===== src/rtl/fifo_wr_arbiter.sv =====
// Round-robin, burst-locking arbiter for the single write port of the dual-clock FIFO.
// Optional macro FIFO_ARB_TAG_EN prepends the owner index to the written word.
module fifo_wr_arbiter #(
  parameter int NUM_REQ   = 4,
  parameter int WIDTH     = 8,
  parameter int MAX_BURST = 4,
  parameter int IDW       = 2
) (
  input  logic                     I_clk,
  input  logic                     I_rst_n,
  input  logic [NUM_REQ-1:0]       I_req,
  input  logic [NUM_REQ-1:0]       I_last,
  input  logic [NUM_REQ*WIDTH-1:0] I_data,
  output logic [NUM_REQ-1:0]       O_ack,
  input  logic                     I_fifo_full,
  output logic                     O_fifo_wen,
`ifdef FIFO_ARB_TAG_EN
  output logic [WIDTH+IDW-1:0]     O_fifo_data,
`else
  output logic [WIDTH-1:0]         O_fifo_data,
`endif
  output logic [IDW-1:0]           O_grant_id,
  output logic                     O_busy
);

  typedef enum logic {
    ST_IDLE  = 1'b0,
    ST_BURST = 1'b1
  } state_t;

  state_t         state_q, state_d;
  logic [IDW-1:0] owner_q, owner_d;
  logic [IDW-1:0] last_winner_q, last_winner_d;
  logic [7:0]     beat_cnt_q, beat_cnt_d;

  logic [IDW-1:0] rr_winner;
  logic [IDW-1:0] rr_cand;
  logic           rr_found;
  logic           own_req;
  logic           own_last;
  logic [WIDTH-1:0] own_data;
  logic           wen;
  logic [7:0]     beat_next;

  // Scan starts just after the previous winner so every requester is reached within NUM_REQ grants.
  always_comb begin
    rr_winner = '0;
    rr_cand   = '0;
    rr_found  = 1'b0;
    for (int i = 1; i <= NUM_REQ; i++) begin
      rr_cand = IDW'((32'(last_winner_q) + 32'(i)) % 32'(NUM_REQ));
      if (!rr_found && I_req[rr_cand]) begin
        rr_found  = 1'b1;
        rr_winner = rr_cand;
      end
    end
  end

  always_comb begin
    own_req  = 1'b0;
    own_last = 1'b0;
    own_data = '0;
    for (int k = 0; k < NUM_REQ; k++) begin
      if (owner_q == IDW'(k)) begin
        own_req  = I_req[k];
        own_last = I_last[k];
        own_data = I_data[k*WIDTH +: WIDTH];
      end
    end
  end

  assign O_busy     = (state_q == ST_BURST);
  assign O_grant_id = owner_q;
  assign wen        = O_busy & own_req & ~I_fifo_full;
  assign O_fifo_wen = wen;
  assign O_ack      = wen ? (NUM_REQ'(1) << owner_q) : '0;
  assign beat_next  = beat_cnt_q + 8'd1;

`ifdef FIFO_ARB_TAG_EN
  assign O_fifo_data = O_busy ? {owner_q, own_data} : '0;
`else
  assign O_fifo_data = O_busy ? own_data : '0;
`endif

  always_comb begin
    state_d       = state_q;
    owner_d       = owner_q;
    last_winner_d = last_winner_q;
    beat_cnt_d    = beat_cnt_q;
    case (state_q)
      ST_IDLE: begin
        if (rr_found) begin
          state_d    = ST_BURST;
          owner_d    = rr_winner;
          beat_cnt_d = 8'd0;
        end
      end
      ST_BURST: begin
        // A full FIFO with the request still up simply holds everything.
        if (!own_req) begin
          state_d       = ST_IDLE;
          last_winner_d = owner_q;
        end else if (wen) begin
          beat_cnt_d = beat_next;
          if (own_last || (beat_next == 8'(MAX_BURST))) begin
            state_d       = ST_IDLE;
            last_winner_d = owner_q;
          end
        end
      end
      default: state_d = ST_IDLE;
    endcase
  end

  always_ff @(posedge I_clk) begin
    if (!I_rst_n) begin
      state_q       <= ST_IDLE;
      owner_q       <= '0;
      last_winner_q <= IDW'(NUM_REQ - 1);
      beat_cnt_q    <= 8'd0;
    end else begin
      state_q       <= state_d;
      owner_q       <= owner_d;
      last_winner_q <= last_winner_d;
      beat_cnt_q    <= beat_cnt_d;
    end
  end

endmodule

===== config.mk =====
export PLATFORM = sky130hd
export DESIGN_NAME = fifo_wr_arbiter
export DESIGN_NICKNAME = d
export VERILOG_FILES = /design/src/rtl/fifo_wr_arbiter.sv
export SDC_FILE = /design/constraint.sdc
export NUM_CORES = 1
export LEC_CHECK = 0
export CAP_MARGIN = 30
export CORE_MARGIN = 2
export CORE_UTILIZATION = 39
export DETAILED_ROUTE_END_ITERATION = 10
export PLACE_DENSITY = 0.8
export SLEW_MARGIN = 30
export SYNTH_ARGS = -nofsm -noshare
export SYNTH_HDL_FRONTEND = slang
export SYNTH_SLANG_ARGS = --single-unit

===== constraint.sdc =====
create_clock -name I_clk -period 2.45 [get_ports I_clk]
set_clock_uncertainty 0.05 [all_clocks]
set_input_delay 0.49 -clock I_clk [delete_from_list [all_inputs] [get_ports I_clk]]
set_output_delay 0.49 -clock I_clk [all_outputs]
set_load 0.05 [all_outputs]

==> run summary, run 1 <==
status: completed
first-pass GRT wire length: 4970 um
xor and xnor area share after synthesis: 0.781%
Simple-Gate Fraction of Synth Area: 28.5%
area leader, netlist: dfxtp_1
Hold Path Class: reg2reg
RSZ-0062 raised after global routing: false
crit path kind: in2out
Initial Utilization: 41.0%
H-tree levels: 1
Syn. warnings: 0
via count: 1228
via density per instance: 5.56
mux contribution to synthesized area: 24.1%
largest net degree at the start of global routing: 18
number of global-route vias before repair: 1090
count of cell types in the netlist: 39
share of flip-flops with an asynchronous set or reset: 0%
root buffer cell: clkbuf_4
Tightest Pin Transition: 0.512 ns
multi-input logic area: 822 um2
MaxCap Viol Count: 0
final instance area: 1850 um2
FF/Latch Area: 265 um2
pre-CTS WS: -0.0241 ns
Leakage Power: 0.772 nW
Tmin final: 2.42 ns
Adder-Cell Fraction of Synth Area: 2.23%
crit path DAT: 1.88 ns
hold buffers post-CTS: 0
PortBufs: 58
GRT overflow: 0
crit share post-route: 98.7%
Fillers: 231
final hold vios: 0
Synth Instances: 125
maximum clock frequency: 414 MHz
count leader, synth: nor2_1
PD cells: 414 nW/um2
maximum net fanout on the critical path: 3
Synth Flop Type: dfxtp_1
layout cells sized above 1: 25.3%
# DRC: 0
Post-DP Area: 1770 um2
main combinational cell family by area after synthesis: simple AND/OR/NAND/NOR gates
wire length per cell: 14.4 um
Final WS setup: 0.0327 ns
Sink Count: 13
antenna violations before repair: 0
Critical Path RT: 1.91 ns
EDFF count, synth: 0
Die Height: 57.6 um
die width: 57.6 um
crit path cell chain: clkdlybuf4s50_1 -> mux4_2 -> nand2_4 -> inv_2 -> and3_4 -> buf_8
ANT nets after route: 0
Routed Wire Length: 3180 um
initial drt markers: 83
share of the synthesized area in the top cell type: 23.2%
placer congestion estimate: 0.840
full die area: 3320 um2
crit path capture type: output pin
Post-Syn Nets: 170
final setup fails: 0
later-pin clock latency in the skew report: 0.28 ns
area fraction in compound gates after synthesis: 14.7%
Ports: 59
global-route usage over all layers: 18.8%
clk buf depth: 2
Worst-path clk slew: 0.08 ns
Startpoint Class: input pin
CTS tree: yes
Detailed Routing Iterations Pass 1: 4
post-detail-place hpwl: 2520 um
peak supply drop: 0.000349 V
Row Count: 19
Area growth syn-to-layout: 64.8%
Slew Viols, Final: 0
Nets: 236
# diodes: 0
core area: 2730 um2
CP max stage cell: mux4_2
leading post-synthesis cells by cell area: dfxtp_1, mux4_2, mux4_1
most instantiated cells after synthesis: nor2_1, dfxtp_1, and2_1
Mapped Avg Cell Area: 8.97 um2
Max-Slew Margin vs Limit: 65.8%
Seq cells post-synth: 13
post-synth design cell area: 1120 um2
post-synthesis sequential area ratio: 23.2%
total CTS buffers: 3
max incr delay on CP: 0.51 ns
## logic make-up (layout without fill, tap and decap cells)
group	Yosys count	count (layout)
buffers and inverters	14	79
adder cells (fa/ha/maj)	2	2
flip-flops	13	13
AND/OR/NAND/NOR	57	57
AO/OA/AOI/OAI	25	25
multiplexers	13	13
XOR/XNOR	1	1
## state kept, by name, indices dropped and copies added, names as in the netlist
register / cells
O_busy: 1
O_grant_id: 2
beat_cnt_q: 8
last_winner_q: 2
## worst max-delay path: cells and delay by family
kind / cells / cell delay, ns
and+or+nand+nor: 2 / 0.28
muxes: 1 / 0.51
buffers and inverters: 3 / 0.60
## area by class of cell
class | count | share of cell area, %
inverters | 5 | 1.02
flip-flops and latches | 13 | 14.4
well taps | 31 | 2.10
clock buffers | 4 | 1.42
repair buffers | 70 | 36.6
multi-input cells | 98 | 44.5
## stage by stage
stage          util [%]  hold WS (ns)  total power, mW  TNS (ns)  cells
4_1_cts            66.1         0.489            0.767         0    220
3_5_place_dp       64.9         0.475            0.627   -0.0241    216
2_1_floorplan         -         0.437            0.484         0    125
6_report           67.6         0.481            0.765         0    221
3_3_place_gp       64.9         0.451            0.622  -0.00878    216
5_1_grt            67.6         0.537            0.804         0    221
## path summary, 6_finish.rpt
| check | end | slack, ns | from | cells past startpoint |
|---|---|---|---|---|
| setup / recovery | O_ack[3] | 0.03 | I_req[0] | 6 |
| hold reg to reg | beat_cnt_q[1] | 0.48 | beat_cnt_q[1] | 2 |
| hold / removal | beat_cnt_q[1] | 0.48 | beat_cnt_q[1] | 2 |
| setup reg to reg | beat_cnt_q[2] | 0.42 | O_grant_id[0] | 8 |
## cell usage in the layout, fill, tap and decap left out, drive strengths merged
| cell | instances |
|---|---|
| o32ai | 1 |
| nor2 | 17 |
| mux4 | 10 |
| and2b | 2 |
| xor2 | 1 |
| or3 | 4 |
| or4 | 1 |
| inv | 5 |
| a21oi | 9 |
| dlymetal6s2s | 3 |
| nand3b | 1 |
| clkbuf | 4 |
| nor3 | 1 |
| nand4 | 3 |
| mux2i | 3 |
| buf | 25 |
| a211oi | 2 |
| o211ai | 1 |
| ha | 2 |
| o22ai | 1 |
| clkdlybuf4s50 | 42 |
| nor3b | 1 |
| a31oi | 4 |
| nand2b | 2 |
| or2 | 1 |
| and3 | 2 |
| o211a | 1 |
| dfxtp | 13 |
| nand4b | 1 |
| o21ai | 5 |
| nand3 | 4 |
| nand2 | 7 |
| a22oi | 1 |
| and2 | 10 |
## layer usage
metal  global-route usage, %  routed length (um)
met1                    23.8                1370
met2                    32.1                1460
met3                    4.46                 319
met4                    4.98                  28
met5                       0                   0
## what timing repair did
item	in CTS	in global routing
setup endpoints to repair	3	5
pin swaps	1	1
setup buffers	0	1
resized for setup	2	9
## report_power, final
group | internal [mW] | switching [mW] | total [mW] | leakage (nW)
registers | 0.224 | 0.0313 | 0.256 | 0.107
logic | 0.193 | 0.179 | 0.372 | 0.650
clock network | 0.0633 | 0.0735 | 0.137 | 0.0150
Power figures use the tool's default switching activity.
==> inputs of run 2 (changes only) <==
- RECOVER_POWER: unset -> 50
==> run summary, run 2 (synthesis gave the netlist of run 1 again) <==
Startpoint Class: input pin (unchanged)
placer congestion estimate: 0.840 (unchanged)
MaxCap Viol Count: 0 (unchanged)
final instance area: 1830 um2 (was 1850 um2)
GRT overflow: 0 (unchanged)
Area growth syn-to-layout: 63.5% (was 64.8%)
H-tree levels: 1 (unchanged)
FF/Latch Area: 265 um2 (unchanged)
Cells after DPL: 216 (unchanged)
# DRC: 0 (unchanged)
Row Count: 19 (unchanged)
CP endpoint: O_ack[3] (unchanged)
Net Sw Frac: 37.1% (was 37.2%)
root buffer cell: clkbuf_4 (unchanged)
RSZ-0062 raised after global routing: false (unchanged)
CTS tree: yes (unchanged)
Worst R2R Path Depth: 8 (unchanged)
Worst R2R Start: O_grant_id[0] (unchanged)
number of flip-flops in the largest register: 8 (unchanged)
sequential share of power: 33.7% (was 33.4%)
PortBufs: 58 (unchanged)
Routed Wire Length: 3180 um (about the same)
Nets: 236 (unchanged)
R2R Path End: beat_cnt_q[3] (was beat_cnt_q[2])
Sw Pwr: 282 uW (was 284 uW)
initial drt markers: 81 (was 83)
multi-input logic area: 811 um2 (was 822 um2)
Tmin final: 2.41 ns (was 2.42 ns)
busiest grt layer: met2 (unchanged)
P_int: 477 uW (was 480 uW)
Die Height: 57.6 um (unchanged)
Post-DP Area: 1770 um2 (unchanged)
first-pass GRT wire length: 4970 um (unchanged)
full die area: 3320 um2 (unchanged)
met1 usage in global routing: 23.8% (unchanged)
global-route usage over all layers: 18.8% (unchanged)
crit path kind: in2out (unchanged)
layout cells sized above 1: 23.2% (was 25.3%)
final non-filler cell total: 221 (unchanged)
later-pin clock latency in the skew report: 0.28 ns (about the same)
Comb pwr share: 48.4% (was 48.7%)
total CTS buffers: 3 (unchanged)
largest net degree at the start of global routing: 18 (unchanged)
Worst-path clk slew: 0.08 ns (about the same)
post-layout util: 67.0% (was 67.6%)
# diodes: 0 (unchanged)
Ports: 59 (unchanged)
Sink Count: 13 (unchanged)
via density per instance: 5.60 (was 5.56)
Leakage Power: 0.768 nW (was 0.772 nW)
most frequent cells in the layout: clkdlybuf4s50_1, buf_4, nor2_1 (unchanged)
GR Util met3: 4.46% (unchanged)
crit path DAT: 1.87 ns (was 1.88 ns)
status: completed (unchanged)
via count: 1237 (was 1228)
ANT nets after route: 0 (unchanged)
PD cells: 414 nW/um2 (about the same)
met2 Usage GRT: 32.1% (unchanged)
Hold Path Class: reg2reg (unchanged)
max incr delay on CP: 0.51 ns (about the same)
maximum net fanout on the critical path: 3 (unchanged)
Clock power frac: 17.9% (about the same)
die width: 57.6 um (unchanged)
Critical Path RT: 1.91 ns (about the same)
Fillers: 233 (was 231)
commonest non-fill, non-tap cell in the layout: clkdlybuf4s50_1 (unchanged)
FF-to-FF setup slack: 0.40 ns (was 0.42 ns)
crit path capture type: output pin (unchanged)
Initial Utilization: 41.0% (unchanged)
Tightest Pin Transition: 0.512 ns (about the same)
peak supply drop: 0.000345 V (was 0.000349 V)
final setup fails: 0 (unchanged)
crit share post-route: 98.5% (was 98.7%)
number of global-route vias before repair: 1090 (unchanged)
Detailed Routing Iterations Pass 1: 4 (unchanged)
clk buf depth: 2 (unchanged)
largest reg by FF count: beat_cnt_q (unchanged)
CP max stage cell: mux4_2 (unchanged)
core area: 2730 um2 (unchanged)
Worst Setup SP: I_req[0] (unchanged)
crit path cell chain: clkdlybuf4s50_1 -> mux4_2 -> nand2_4 -> inv_2 -> and3_4 -> buf_8 (unchanged)
Hold Path Origin: beat_cnt_q[1] (unchanged)
wire length per cell: 14.4 um (about the same)
post-detail-place hpwl: 2520 um (unchanged)
Slew Viols, Final: 0 (unchanged)
antenna violations before repair: 0 (unchanged)
Max-Slew Margin vs Limit: 65.8% (unchanged)
final hold vios: 0 (unchanged)
maximum clock frequency: 414 MHz (about the same)
total power: 759 uW (was 765 uW)
-- run 2: cell types whose count changed in the layout (fill, tap and decap cells not counted), sizes merged --
cell,before,now
dlygate4sd3,0,2
buf,25,24
clkbuf,4,5
clkdlybuf4s50,42,40
-- run 2: how the worst min path moves through the flow --
stage | end | slack [ns] | depth (start not counted)
final | beat_cnt_q[1] | 0.48 | 2
after global routing | beat_cnt_q[6] | 0.54 | 2
after CTS | beat_cnt_q[1] | 0.49 | 2
after detailed placement | beat_cnt_q[1] | 0.47 | 2
after global placement | beat_cnt_q[7] | 0.45 | 2
after floorplan | beat_cnt_q[7] | 0.44 | 2
-- run 2: area by class of cell --
type | instances | area share [%]
clock buffers | 4 | 1.43
inverters | 5 | 1.02
multi-input cells | 98 | 44.2
flip-flops and latches | 13 | 14.5
well taps | 31 | 2.12
repair buffers | 70 | 36.7
-- run 2: worst max-delay path, delay by kind of cell --
kind                   cells  cell delay [ns]
buffers and inverters      3             0.60
multiplexers               1             0.51
AND/OR/NAND/NOR            2             0.28
-- run 2: routing by layer --
metal / wire length, um / vias to the layer above
met4: 28 / 0
li1: - / 594
met2: 1450 / 70
met5: 0 / -
met3: 371 / 4
met1: 1330 / 569
-- run 2: power by group through the flow --
stage | Clock, mW | Sequential [mW] | Combinational [mW]
6_report | 0.136 | 0.255 | 0.367
5_1_grt | 0.150 | 0.261 | 0.389
4_1_cts | 0.144 | 0.256 | 0.367
3_5_place_dp | 0 | 0.261 | 0.366
3_3_place_gp | 0 | 0.260 | 0.362
2_1_floorplan | 0 | 0.259 | 0.225
-- run 2: stage by stage --
stage | hold slack (ns) | setup slack [ns] | TNS [ns]
global route | 0.537 | 0.00597 | 0
global placement | 0.451 | -0.00878 | -0.00878
CTS | 0.489 | 0.00391 | 0
floorplan | 0.437 | 0.0511 | 0
finish | 0.483 | 0.0358 | 0
detailed placement | 0.475 | -0.0241 | -0.0241
-- run 2: what timing repair did --
| action | in CTS | in global routing |
|---|---|---|
| buffers inserted | 0 | 1 |
| pin swaps | 1 | 1 |
| endpoints found under the setup margin | 3 | 5 |
| hold buffers | 0 | 0 |
| resized for setup | 2 | 9 |
==> inputs of run 3 (changes only) <==
- RECOVER_POWER: 50 -> 25
==> run summary, run 3 (synthesis gave the netlist of run 1 again) <==
final setup TNS: 0 ns (unchanged)
final hold vios: 0 (unchanged)
# DRC: 0 (unchanged)
total power: 762 uW (was 759 uW)
Cells after DPL: 216 (unchanged)
Worst R2R Path Depth: 8 (unchanged)
Nets: 236 (unchanged)
multi-input logic area: 816 um2 (was 811 um2)
root buffer cell: clkbuf_4 (unchanged)
FF/Latch Area: 265 um2 (unchanged)
maximum net fanout on the critical path: 3 (unchanged)
largest net degree at the start of global routing: 18 (unchanged)
Routed Wire Length: 3160 um (was 3180 um)
Initial Utilization: 41.0% (unchanged)
Hold Path Class: reg2reg (unchanged)
worst hold slack: 0.480 ns (was 0.483 ns)
status: completed (unchanged)
number of global-route vias before repair: 1090 (unchanged)
Worst R2R Start: O_grant_id[0] (unchanged)
CP max stage cell: mux4_2 (unchanged)
clk buf depth: 2 (unchanged)
crit share post-route: 98.6% (was 98.5%)
GRT overflow: 0 (unchanged)
PortBufs: 58 (unchanged)
Tightest Pin Transition: 0.512 ns (about the same)
Hold Path Origin: beat_cnt_q[1] (unchanged)
post-detail-place hpwl: 2520 um (unchanged)
global-route usage over all layers: 18.8% (unchanged)
H-tree levels: 1 (unchanged)
CTS tree: yes (unchanged)
maximum clock frequency: 414 MHz (about the same)
R2R Path End: beat_cnt_q[2] (was beat_cnt_q[3])
pre-CTS WS: -0.0241 ns (unchanged)
Worst-path clk slew: 0.08 ns (about the same)
core area: 2730 um2 (unchanged)
crit path kind: in2out (unchanged)
Row Count: 19 (unchanged)
Worst Path Buf+Inv: 3 (unchanged)
peak supply drop: 0.000347 V (was 0.000345 V)
Detailed Routing Iterations Pass 1: 4 (unchanged)
Fillers: 232 (was 233)
# diodes: 0 (unchanged)
max incr delay on CP: 0.51 ns (about the same)
Area growth syn-to-layout: 64.0% (was 63.5%)
most frequent cells in the layout: clkdlybuf4s50_1, buf_4, nor2_1 (unchanged)
total CTS buffers: 3 (unchanged)
final instance area: 1840 um2 (was 1830 um2)
layout cells sized above 1: 23.7% (was 23.2%)
Die Height: 57.6 um (unchanged)
MaxCap Viol Count: 0 (unchanged)
Ports: 59 (unchanged)
initial drt markers: 82 (was 81)
post-layout util: 67.2% (was 67.0%)
crit path cell chain: clkdlybuf4s50_1 -> mux4_2 -> nand2_4 -> inv_2 -> and3_4 -> buf_8 (unchanged)
Slew Viols, Final: 0 (unchanged)
Post-DP Area: 1770 um2 (unchanged)
FF-to-FF setup slack: 0.43 ns (was 0.40 ns)
placer congestion estimate: 0.840 (unchanged)
Leakage Power: 0.768 nW (about the same)
antenna violations before repair: 0 (unchanged)
crit path capture type: output pin (unchanged)
Hold Path End: beat_cnt_q[1] (unchanged)
later-pin clock latency in the skew report: 0.28 ns (about the same)
final non-filler cell total: 221 (unchanged)
final setup fails: 0 (unchanged)
Tmin final: 2.41 ns (about the same)
die width: 57.6 um (unchanged)
Startpoint Class: input pin (unchanged)
crit path DAT: 1.87 ns (about the same)
PD cells: 414 nW/um2 (about the same)
Largest delay share family, worst path: buffers and inverters (unchanged)
full die area: 3320 um2 (unchanged)
wire length per cell: 14.3 um (was 14.4 um)
Critical Path RT: 1.91 ns (about the same)
number of flip-flops in the largest register: 8 (unchanged)
RSZ-0062 raised after global routing: false (unchanged)
largest reg by FF count: beat_cnt_q (unchanged)
via density per instance: 5.62 (was 5.60)
via count: 1243 (was 1237)
Sink Count: 13 (unchanged)
Max-Slew Margin vs Limit: 65.7% (was 65.8%)
commonest non-fill, non-tap cell in the layout: clkdlybuf4s50_1 (unchanged)
Final WS setup: 0.0354 ns (was 0.0358 ns)
WHS Path Cells: 2 (unchanged)
first-pass GRT wire length: 4970 um (unchanged)
ANT nets after route: 0 (unchanged)
[run 3: area by class of cell]
cell class                 count  area share (%)
clock buffer                   4            1.43
multi-input combinational     98            44.4
tap                           31            2.11
timing repair buffer          70            36.6
inverter                       5            1.02
sequential                    13            14.4
[run 3: timing repair]
action	in CTS	in global routing
gates resized for setup	2	9
hold endpoints to repair	0	0
pin swaps	1	1
setup buffers	0	1
setup endpoints to repair	3	5
hold buffers	0	0
[run 3: power breakdown]
| group | total (mW) | leakage, nW | switching [mW] | internal (mW) |
|---|---|---|---|---|
| clock network | 0.138 | 0.0150 | 0.0746 | 0.0633 |
| logic | 0.368 | 0.646 | 0.178 | 0.190 |
| registers | 0.255 | 0.107 | 0.0309 | 0.224 |
[run 3: layer usage]
layer / vias up / part of all wire (%) / track usage [%] / wire, um
met4: 0 / 1.2 / 4.98 / 37
met5: - / 0 / 0 / 0
met1: 589 / 42 / 23.8 / 1320
li1: 594 / - / - / -
met2: 55 / 46 / 32.1 / 1460
met3: 5 / 11 / 4.46 / 340
[run 3: worst max path at each step]
stage                   from         end  slack (ns)  cells past startpoint
2_1_floorplan  O_grant_id[0]    O_ack[3]        0.05                      6
3_3_place_gp        I_req[3]    O_ack[3]      -0.009                      6
3_5_place_dp        I_req[3]    O_ack[3]       -0.02                      6
4_1_cts             I_req[3]  O_fifo_wen       0.004                      6
5_1_grt             I_req[0]    O_ack[3]       0.006                      6
6_report            I_req[0]    O_ack[3]        0.04                      6
[run 3: worst reg2reg max path, delay by kind of cell (launching register included)]
family,cells,cell delay (ns)
simple gates,3,0.33
compound gates,1,0.20
mux,1,0.57
flops,1,0.46
buf+inv,3,0.35
